===== config.mk =====
export PLATFORM = sky130hd
export DESIGN_NAME = prefix_adder
export DESIGN_NICKNAME = d
export VERILOG_FILES = /design/src/rtl/prefix_adder.sv
export SDC_FILE = /design/constraint.sdc
export NUM_CORES = 1
export LEC_CHECK = 0
export BUFFER_PORTS_ARGS = -buffer_cell sky130_fd_sc_hd__clkbuf_2
export CAP_MARGIN = 20
export CORE_MARGIN = 1.5
export CORE_UTILIZATION = 45
export CTS_BUF_LIST = sky130_fd_sc_hd__clkbuf_2 sky130_fd_sc_hd__clkbuf_4 sky130_fd_sc_hd__clkbuf_8
export DETAILED_ROUTE_END_ITERATION = 6
export PLACE_DENSITY = 0.85
export SLEW_MARGIN = 15
export SYNTH_ARGS = -nofsm -noshare
export SYNTH_HDL_FRONTEND = slang
export SYNTH_HIERARCHICAL = 1
export SYNTH_SLANG_ARGS = --single-unit

===== constraint.sdc =====
create_clock -name clk -period 1.8 [get_ports clk]
set_input_delay 0.27 -clock clk [delete_from_list [all_inputs] [get_ports clk]]
set_output_delay 0.27 -clock clk [all_outputs]
set_load 0.01 [all_outputs]

===== src/rtl/prefix_adder.sv =====
// 8-bit Kogge-Stone adder with registered sum and carry-out.
// Internal prefix signals are LSB-indexed (bit k has weight 2^k); ports use [0:7] MSB-first.
module ks_black (
  input  logic gh,
  input  logic ph,
  input  logic gl,
  input  logic pl,
  output logic g,
  output logic p
);
  assign g = gh | (ph & gl);
  assign p = ph & pl;
endmodule

module ks_grey (
  input  logic gh,
  input  logic ph,
  input  logic gl,
  output logic g
);
  assign g = gh | (ph & gl);
endmodule

module prefix_adder (
  input  logic       clk,
  input  logic       rst_n,
  input  logic [0:7] a,
  input  logic [0:7] b,
  output logic [0:7] o,
  output logic       cout
);
  logic [7:0] g0, p0, g1, g2, g3, c;
  logic [7:2] p1;
  logic [7:4] p2;
  logic [0:7] sum;

  genvar k;
  generate
    for (k = 0; k < 8; k++) begin : g_pre
      assign g0[k] = a[7-k] & b[7-k];
      assign p0[k] = a[7-k] ^ b[7-k];
    end

    // Span 1: a group reaching bit 0 never needs its P again, so it gets a grey cell.
    assign g1[0] = g0[0];
    for (k = 1; k < 8; k++) begin : g_l1
      if (k < 2) begin : g_grey
        ks_grey u_cell (.gh(g0[k]), .ph(p0[k]), .gl(g0[k-1]), .g(g1[k]));
      end else begin : g_blk
        ks_black u_cell (.gh(g0[k]), .ph(p0[k]), .gl(g0[k-1]), .pl(p0[k-1]),
                         .g(g1[k]), .p(p1[k]));
      end
    end

    // Span 2
    assign g2[1:0] = g1[1:0];
    for (k = 2; k < 8; k++) begin : g_l2
      if (k < 4) begin : g_grey
        ks_grey u_cell (.gh(g1[k]), .ph(p1[k]), .gl(g1[k-2]), .g(g2[k]));
      end else begin : g_blk
        ks_black u_cell (.gh(g1[k]), .ph(p1[k]), .gl(g1[k-2]), .pl(p1[k-2]),
                         .g(g2[k]), .p(p2[k]));
      end
    end

    // Span 4: every output now spans down to bit 0.
    assign g3[3:0] = g2[3:0];
    for (k = 4; k < 8; k++) begin : g_l3
      ks_grey u_cell (.gh(g2[k]), .ph(p2[k]), .gl(g2[k-4]), .g(g3[k]));
    end

    assign c[0] = 1'b0;
    for (k = 1; k < 8; k++) begin : g_carry
      assign c[k] = g3[k-1];
    end

    for (k = 0; k < 8; k++) begin : g_sum
      assign sum[7-k] = p0[k] ^ c[k];
    end
  endgenerate

  always_ff @(posedge clk) begin
    if (!rst_n) begin
      o    <= '0;
      cout <= 1'b0;
    end else begin
      o    <= sum;
      cout <= g3[7];
    end
  end
endmodule


==> flow_metrics.py, run 1 <==
metrics = {
    "pwr": {
        "vdd_drop_max_mv": 0.328,
        "power_density_nw_per_um2": 751,
        "cellLeakagePower_nw": 0.495,
        "power.total_uw": 585,
    },
    "placed_design": {
        "dp.cells": 100,
        "globalplace.congestion": 0.769,
        "io_buffers": 26,
        "dpl_worst_slack_ns": 0.133,
        "dp_hpwl_um": 962,
    },
    "global_routing": {
        "antenna_found_initial": 0,
        "grt_max_degree": 10,
        "track_usage_pct": 16.3,
        "first_global_vias": 447,
        "grt_pass1_wl_um": 1750,
        "grt-ovfl-total": 0,
    },
    "floorplanning": {
        "core_um2": 1170,
        "die_width_um": 39.5,
        "fp-row-count": 12,
        "start_util_pct": 51.3,
        "die_h_um": 39.5,
        "die-area_um2": 1560,
        "ioPinCount": 27,
    },
    "hold_path": {
        "hp-start": "rst_n",
        "hold_class": "in -> reg",
        "whs_endpoint": "o[3]",
        "worstHoldPathCells": 2,
    },
    "critical_path": {
        "max_stage_delay_ns": 0.34,
        "cp_top_family": "simple AND/OR/NAND/NOR gates",
        "cp_data_arrival_time_ns": 1.54,
        "crit_type": "in -> reg",
        "cp.required_ns": 1.94,
        "endpoint_kind": "flop",
        "critPathSlowestCell": "ha_1",
        "crit_buf_inv": 1,
        "cp.depth": 7,
        "path_max_fanout": 4,
        "path_cells": "clkbuf_2, ha_1, and2_2, and2_2, a21o_1, xor2_1, and2_1",
        "start_kind": "primary input",
        "crit_top_cell": "and2_2",
    },
    "synth": {
        "yosys_warnings": 6,
        "yosysUniqueCellTypes": 6,
        "syn-instance-count": 60,
        "synth_top_cell_by_area": "dfxtp_1",
        "yosysMostFrequentCell": "a21o_1",
        "synth_seq_cells": 9,
        "synth_area_leaders": "dfxtp_1 (30%), a21o_1 (21%), ha_1 (17%)",
        "seq_area_frac_synth_pct": 30.0,
        "async_reset_ff_share_pct": 0,
        "syn_nets": 86,
        "synth.top_cell.area_share_pct": 30.0,
        "synth_ff_type": "dfxtp_1",
        "synth_edf_count": 0,
        "yosys-top-cells-count": "a21o_1 (17), and2_2 (10), and2_1 (9), dfxtp_1 (9), ha_1 (8)",
        "avgSynthCellArea_um2": 10.0,
        "synth.cell_area_um2": 601,
    },
    "cts": {
        "ctsResizeCount": 0,
        "htreeDepth": 1,
        "cts_tree": "yes",
        "numCtsBuffers": 3,
        "cts_sinks": 9,
        "post-cts-setup-buffers": 0,
        "clk_pin_slew_ns": 0.06,
        "cts-root-buf": "clkbuf_4",
        "hold_buffers": 0,
        "clk_path_buf_depth": 2,
    },
    "drt": {
        "vias": 504,
        "final_antenna_net_count": 0,
        "drt_drc_violations_left": 0,
        "drt_wl_total_um": 1050,
        "dr.pass1.iters": 3,
        "drt-wirelength-per-cell_um": 10.1,
        "vias_per_cell": 4.85,
        "drtIter0Drc": 1,
    },
    "finish": {
        "drive_above_1_share_pct": 44.4,
        "synthToLayoutAreaGrowth_pct": 29.6,
        "antenna_cells": 0,
        "final_nets": 117,
        "fin_cells": 104,
    },
    "sta": {
        "period_minus_slack_ns": 1.40,
        "hold_slack_ns": 0.310,
        "setup-violations-final": 0,
        "finalMaxSlewViolations": 0,
        "setup_tns_ns": 0,
        "finalHoldViolCount": 0,
        "final.period_utilization_pct": 77.7,
        "worst_pin_slew_ns": 0.172,
        "fmaxAchievable_mhz": 715,
        "setup_ws_ns": 0.401,
        "slew_headroom_pct": 88.5,
        "rsz0062_at_grt": "no",
    },
    "run": {
        "drv_cap": 0,
    },
    "outcome": {
        "status": "completed",
    },
}
==> per-stage QoR <==
stage / util, % / instance area [um^2]
after global routing: 66.5 / 778
final: 66.5 / 778
after detailed placement: 63.9 / 748
after global placement: 63.9 / 748
after floorplan: - / 601
after CTS: 66.5 / 778
==> report_power, final <==
group | total [mW] | internal [mW] | switching (mW) | leakage (nW)
registers | 0.230 | 0.224 | 0.00610 | 0.0750
clock network | 0.165 | 0.100 | 0.0647 | 0.0184
logic | 0.190 | 0.102 | 0.0878 | 0.401
==> worst max path at each step <==
stage	from	to	slack (ns)
2_1_floorplan	a[4]	o[0]	0.28
3_3_place_gp	a[4]	o[0]	0.13
3_5_place_dp	a[4]	o[0]	0.13
4_1_cts	a[4]	o[0]	0.40
5_1_grt	a[4]	o[2]	0.34
6_report	a[3]	o[1]	0.40
==> registers in the layout, summed over array words and instances (netlist names) <==
name,cells
cout,1
o,8
==> routing by layer <==
layer	share of wire (%)	vias to the layer above	track usage, %
li1	-	266	-
met1	44	221	17.8
met2	52	17	31.6
met3	4.0	0	1.70
met4	0	0	5.17
met5	0	-	0
==> final cells by class <==
class | instances | area [um^2]
tap | 14 | 17.5
multi-input combinational | 51 | 420
timing repair buffer | 26 | 130
fill | 109 | 393
sequential | 9 | 180
clock buffer | 4 | 30.0
==> cell families after synthesis <==
kind of cell,share of synthesized area [%]
and+or+nand+nor,21.9
xor gates and xnor gates,10.2
DFF,30.0
adders and majority gates,16.7
AOI/OAI and AO/OA,21.2
==> placed cells by master, fill, tap and decap left out <==
cell type,n
a21o_1,17
and2_1,9
and2_2,10
clkbuf_2,26
clkbuf_4,4
dfxtp_1,9
ha_1,8
xor2_1,7
Power figures use the tool's default switching activity.
==> run 2, diff against run 1 <==
ABC_AREA = 1   (was unset)
PLACE_DENSITY = 0.83   (was 0.85)
clock period = 1.4 ns   (was 1.8 ns; I/O delays follow)
==> run 2 against run 1 <==
Compared with the run above: global-route usage shrank 0.10 points; first-iteration DRC count rose to 17 times the previous value; total power up 30%; flip-flop and latch count stayed put; largest cell class unchanged; largest power group unchanged; highest routed layer is now met4.
==> flow_metrics.py, run 2 <==
metrics = {
    "critical_path": {
        "crit_buf_inv": 2,
        "path_max_fanout": 5,
        "critPathSlowestCell": "ha_1",
        "start_kind": "primary input",
        "max_stage_delay_ns": 0.35,
        "cp_top_family": "simple AND/OR/NAND/NOR gates",
        "cp.required_ns": 1.56,
        "crit_type": "in -> reg",
        "cp_data_arrival_time_ns": 1.23,
        "endpoint_kind": "flop",
        "path_cells": "clkbuf_2, ha_1, nand2_1, inv_1, nand2_1, nand2_1, nand2_1, nand2_1, nand2_1, nand2_2, nor2_2",
        "crit_top_cell": "nand2_1",
    },
    "cts": {
        "cts_tree": "yes",
        "ctsResizeCount": 0,
        "clk_pin_slew_ns": 0.06,
        "numCtsBuffers": 3,
        "cts-root-buf": "clkbuf_4",
        "clk_path_buf_depth": 2,
        "htreeDepth": 1,
        "post-cts-setup-buffers": 0,
        "hold_buffers": 0,
        "cts_sinks": 9,
    },
    "sta": {
        "finalMaxSlewViolations": 0,
        "fmaxAchievable_mhz": 936,
        "setup-violations-final": 0,
        "worst_pin_slew_ns": 0.189,
        "final.period_utilization_pct": 76.3,
        "finalHoldViolCount": 0,
        "rsz0062_at_grt": "no",
        "period_minus_slack_ns": 1.07,
        "slew_headroom_pct": 87.4,
        "setup_ws_ns": 0.331,
        "setup_tns_ns": 0,
    },
    "synth": {
        "synth_top_cell_by_area": "nand2_1",
        "syn_nets": 147,
        "yosys_warnings": 6,
        "synth_seq_cells": 9,
        "yosys-top-cells-count": "nand2_1 (59), inv_1 (29), dfxtp_1 (9)",
        "synth_area_leaders": "nand2_1 (32%), dfxtp_1 (26%), inv_1 (16%)",
        "synth.cell_area_um2": 698,
        "seq_area_frac_synth_pct": 25.8,
        "async_reset_ff_share_pct": 0,
        "synth.top_cell.area_share_pct": 31.7,
        "synth_ff_type": "dfxtp_1",
        "avgSynthCellArea_um2": 5.77,
        "yosysUniqueCellTypes": 8,
        "yosysMostFrequentCell": "nand2_1",
        "syn-instance-count": 121,
        "synth_edf_count": 0,
    },
    "finish": {
        "n_fill_cell": 150,
        "largest_reg_flops": 8,
        "synthToLayoutAreaGrowth_pct": 24.2,
        "top_regs": "o: 8 flops, cout: 1 flops",
        "most-common-layout-cells": "nand2_1 (59), inv_1 (29), clkbuf_2 (26), dfxtp_1 (9), ha_1 (8)",
        "regMostFlops": "o",
        "antenna_cells": 0,
        "drive_above_1_share_pct": 25.3,
        "multi_input_area_um2": 398,
        "final_nets": 177,
        "seq_area_um2": 180,
        "final_common_cell": "nand2_1",
        "final_cell_area_um2": 867,
    },
    "floorplanning": {
        "start_util_pct": 47.4,
        "die-area_um2": 1800,
        "die_h_um": 42.4,
        "ioPinCount": 27,
        "die_width_um": 42.4,
        "core_um2": 1470,
        "fp-row-count": 14,
    },
    "drt": {
        "dr.pass1.iters": 4,
        "vias_per_cell": 4.48,
        "drt_drc_violations_left": 0,
        "final_antenna_net_count": 0,
        "drt_wl_total_um": 1310,
        "vias": 743,
        "drtIter0Drc": 17,
        "drt-wirelength-per-cell_um": 7.91,
    },
    "global_routing": {
        "grt-ovfl-total": 0,
        "first_global_vias": 607,
        "grt_pass1_wl_um": 2190,
        "grt_max_degree": 10,
        "antenna_found_initial": 0,
        "track_usage_pct": 16.2,
    },
    "placed_design": {
        "io_buffers": 26,
        "dpl_worst_slack_ns": 0.0593,
        "globalplace.congestion": 0.829,
        "dp_hpwl_um": 1100,
        "post_dp_cell_area_um2": 837,
    },
    "pwr": {
        "power_density_nw_per_um2": 877,
        "vdd_drop_max_mv": 0.284,
        "cellLeakagePower_nw": 0.610,
    },
    "run": {
        "drv_cap": 0,
    },
    "outcome": {
        "status": "completed",
    },
    "hold_path": {
        "hold_class": "in -> reg",
    },
}
[run 2: area by class of cell]
type	instances	area share [%]
Inverter	29	12.6
Sequential cell	9	20.8
Multi-Input combinational cell	82	45.9
Timing Repair Buffer	26	15.0
Tap cell	16	2.31
Clock buffer	4	3.46
[run 2: path summary, 6_finish.rpt]
| kind | startpoint | cells past startpoint | slack [ns] | end |
|---|---|---|---|---|
| setup / recovery | a[5] | 11 | 0.33 | o[0] |
| hold / removal | b[7] | 4 | 0.24 | o[7] |
[run 2: metal layers]
layer / global-route usage (%) / vias to the layer above / wire (um)
met2: 28.3 / 26 / 612
met5: 0 / - / 0
met4: 11.3 / 0 / 40
met3: 2.59 / 5 / 94
li1: - / 399 / -
met1: 17.5 / 313 / 566
[run 2: worst min-delay path, cell delays in order]
cell	delay [ns]
clkbuf_2	0.08
ha_1	0.11
nand2_1	0.05
inv_1	0.04
[run 2: power by group]
group | internal (mW) | switching [mW]
clock | 0.129 | 0.0905
sequential | 0.283 | 0.00573
combinational | 0.103 | 0.149
total | 0.516 | 0.245
[run 2: cell families (layout without fill, tap and decap cells)]
| logic type | after synthesis | count (layout) | share of synthesized area, % |
|---|---|---|---|
| buffers and inverters | 30 | 59 | 17.2 |
| DFF | 9 | 9 | 25.8 |
| and+or+nand+nor | 74 | 74 | 42.7 |
| adders and majority gates | 8 | 8 | 14.3 |
[run 2: stage by stage]
stage	util [%]	instances	total power [mW]	hold slack [ns]
finish	58.9	166	0.761	0.243
global route	58.9	166	0.821	0.282
CTS	58.9	166	0.764	0.246
detailed placement	56.9	162	0.547	0.518
global placement	56.9	162	0.538	0.506
floorplan	-	121	0.472	0.411
==> run 3, diff against run 2 <==
clock period = 1.1 ns   (was 1.4 ns; I/O delays follow)
==> run 3 against run 2 <==
Compared with the run above: clock power up 14%; non-clock buffer count up 8; global-route usage up 0.10 points; die area unchanged; first-iteration DRC count down 59%; combinational power up 44%; hold slack worse by 0.013 ns; sequential power up 27%; via count down 0.81%; utilization up 4.9 points; worst setup slack worse by 0.22 ns; cell area up 8.4%; largest power group unchanged.
==> flow_metrics.py, run 3 (synthesized netlist as in run 2, its figures left out) <==
metrics = {
    "drt": {
        "drt_drc_violations_left": 0,
        "dr.pass1.iters": 4,
        "drtIter0Drc": 7,
        "drt_wl_total_um": 1270,
        "vias_per_cell": 4.24,
        "drt-wirelength-per-cell_um": 7.29,
        "final_antenna_net_count": 0,
        "vias": 737,
    },
    "sta": {
        "finalHoldViolCount": 0,
        "slew_headroom_pct": 88.4,
        "fmaxAchievable_mhz": 1020,
        "setup_ws_ns": 0.116,
        "hold_slack_ns": 0.230,
        "rsz0062_at_grt": "no",
        "worst_pin_slew_ns": 0.174,
        "setup-violations-final": 0,
        "final.period_utilization_pct": 89.5,
        "period_minus_slack_ns": 0.984,
        "finalMaxSlewViolations": 0,
    },
    "pwr": {
        "combPwrFrac_pct": 37.0,
        "power_density_nw_per_um2": 1050,
        "clkPwrFrac_pct": 25.5,
        "p_int_uw": 692,
        "switchingPower_uw": 292,
        "p_sw_share_pct": 29.7,
        "cellLeakagePower_nw": 0.648,
        "vdd_drop_max_mv": 0.361,
        "seqPwrFrac_pct": 37.4,
    },
    "floorplanning": {
        "die_width_um": 42.4,
        "fp-row-count": 14,
        "die-area_um2": 1800,
        "die_h_um": 42.4,
        "start_util_pct": 47.4,
        "core_um2": 1470,
        "ioPinCount": 27,
    },
    "finish": {
        "top_regs": "o: 8 flops, cout: 1 flops",
        "final_common_cell": "nand2_1",
        "most-common-layout-cells": "nand2_1 (59), inv_1 (29), clkbuf_2 (26), dfxtp_1 (9), buf_4 (8)",
        "final_nets": 185,
        "drive_above_1_share_pct": 29.7,
        "final_util_pct": 63.9,
        "largest_reg_flops": 8,
        "antenna_cells": 0,
        "final_cell_area_um2": 940,
        "regMostFlops": "o",
        "synthToLayoutAreaGrowth_pct": 34.6,
    },
    "critical_path": {
        "start_kind": "primary input",
        "path_cells": "clkbuf_2, ha_1, nand2_1, inv_1, nand2_1, nand2_1, inv_1, nand2_1, nor2_1, nor2_2",
        "crit_type": "in -> reg",
        "cp.required_ns": 1.24,
        "endpoint_kind": "flop",
        "critPathSlowestCell": "ha_1",
        "cp_data_arrival_time_ns": 1.12,
        "crit_buf_inv": 3,
        "cp_top_family": "simple AND/OR/NAND/NOR gates",
        "path_max_fanout": 4,
        "crit_top_cell": "nand2_1",
        "max_stage_delay_ns": 0.33,
    },
    "global_routing": {
        "antenna_found_initial": 0,
        "grt-ovfl-total": 0,
        "track_usage_pct": 16.3,
        "grt_max_degree": 10,
        "grt_pass1_wl_um": 2280,
        "first_global_vias": 631,
    },
    "cts": {
        "clk_path_buf_depth": 2,
        "htreeDepth": 1,
        "post-cts-setup-buffers": 0,
        "clk_pin_slew_ns": 0.05,
        "cts-root-buf": "clkbuf_4",
        "cts_tree": "yes",
        "numCtsBuffers": 3,
        "cts_sinks": 9,
    },
    "placed_design": {
        "dp_hpwl_um": 1170,
        "globalplace.congestion": 0.819,
        "io_buffers": 26,
        "dpl_worst_slack_ns": -0.137,
        "post_dp_cell_area_um2": 897,
    },
    "hold_path": {
        "hold_class": "in -> reg",
    },
    "run": {
        "drv_cap": 0,
    },
    "outcome": {
        "status": "completed",
    },
}
## run 3: power by group through the flow
stage / clock network, mW / registers (mW) / logic, mW
3_3_place_gp: 0 / 0.375 / 0.349
4_1_cts: 0.260 / 0.369 / 0.362
3_5_place_dp: 0 / 0.376 / 0.361
6_report: 0.251 / 0.368 / 0.364
2_1_floorplan: 0 / 0.395 / 0.206
5_1_grt: 0.278 / 0.371 / 0.418
## run 3: per-layer routing
metal | global-route usage [%] | up-vias | wire [um]
met5 | 0 | - | 0
met4 | 7.50 | 0 | 0
met3 | 2.59 | 0 | 29
met2 | 29.2 | 11 | 663
met1 | 18.6 | 308 | 576
li1 | - | 418 | -
## run 3: final timing paths
| kind | slack, ns | startpoint | to | depth (start not counted) |
|---|---|---|---|---|
| setup / recovery | 0.12 | a[4] | o[2] | 10 |
| hold / removal | 0.23 | b[7] | o[7] | 4 |
## run 3: area by class of cell
cell class / count / area [um^2]
clock buffers: 4 / 30.0
fillers: 155 / 532
inverters: 29 / 109
multi-input cells: 82 / 410
flip-flops and latches: 9 / 180
well taps: 16 / 20.0
repair buffers: 34 / 190
## run 3: through the flow
| stage | power (mW) | cells | TNS (ns) |
|---|---|---|---|
| floorplan | 0.601 | 121 | 0 |
| global placement | 0.724 | 170 | -0.450 |
| detailed placement | 0.737 | 170 | -0.659 |
| CTS | 0.991 | 174 | 0 |
| global route | 1.07 | 174 | 0 |
| finish | 0.984 | 174 | 0 |
## run 3: what timing repair did
item                       4_1_cts  5_1_grt
hold buffers                     0        0
setup endpoints to repair        0        1
resized for setup                0        1
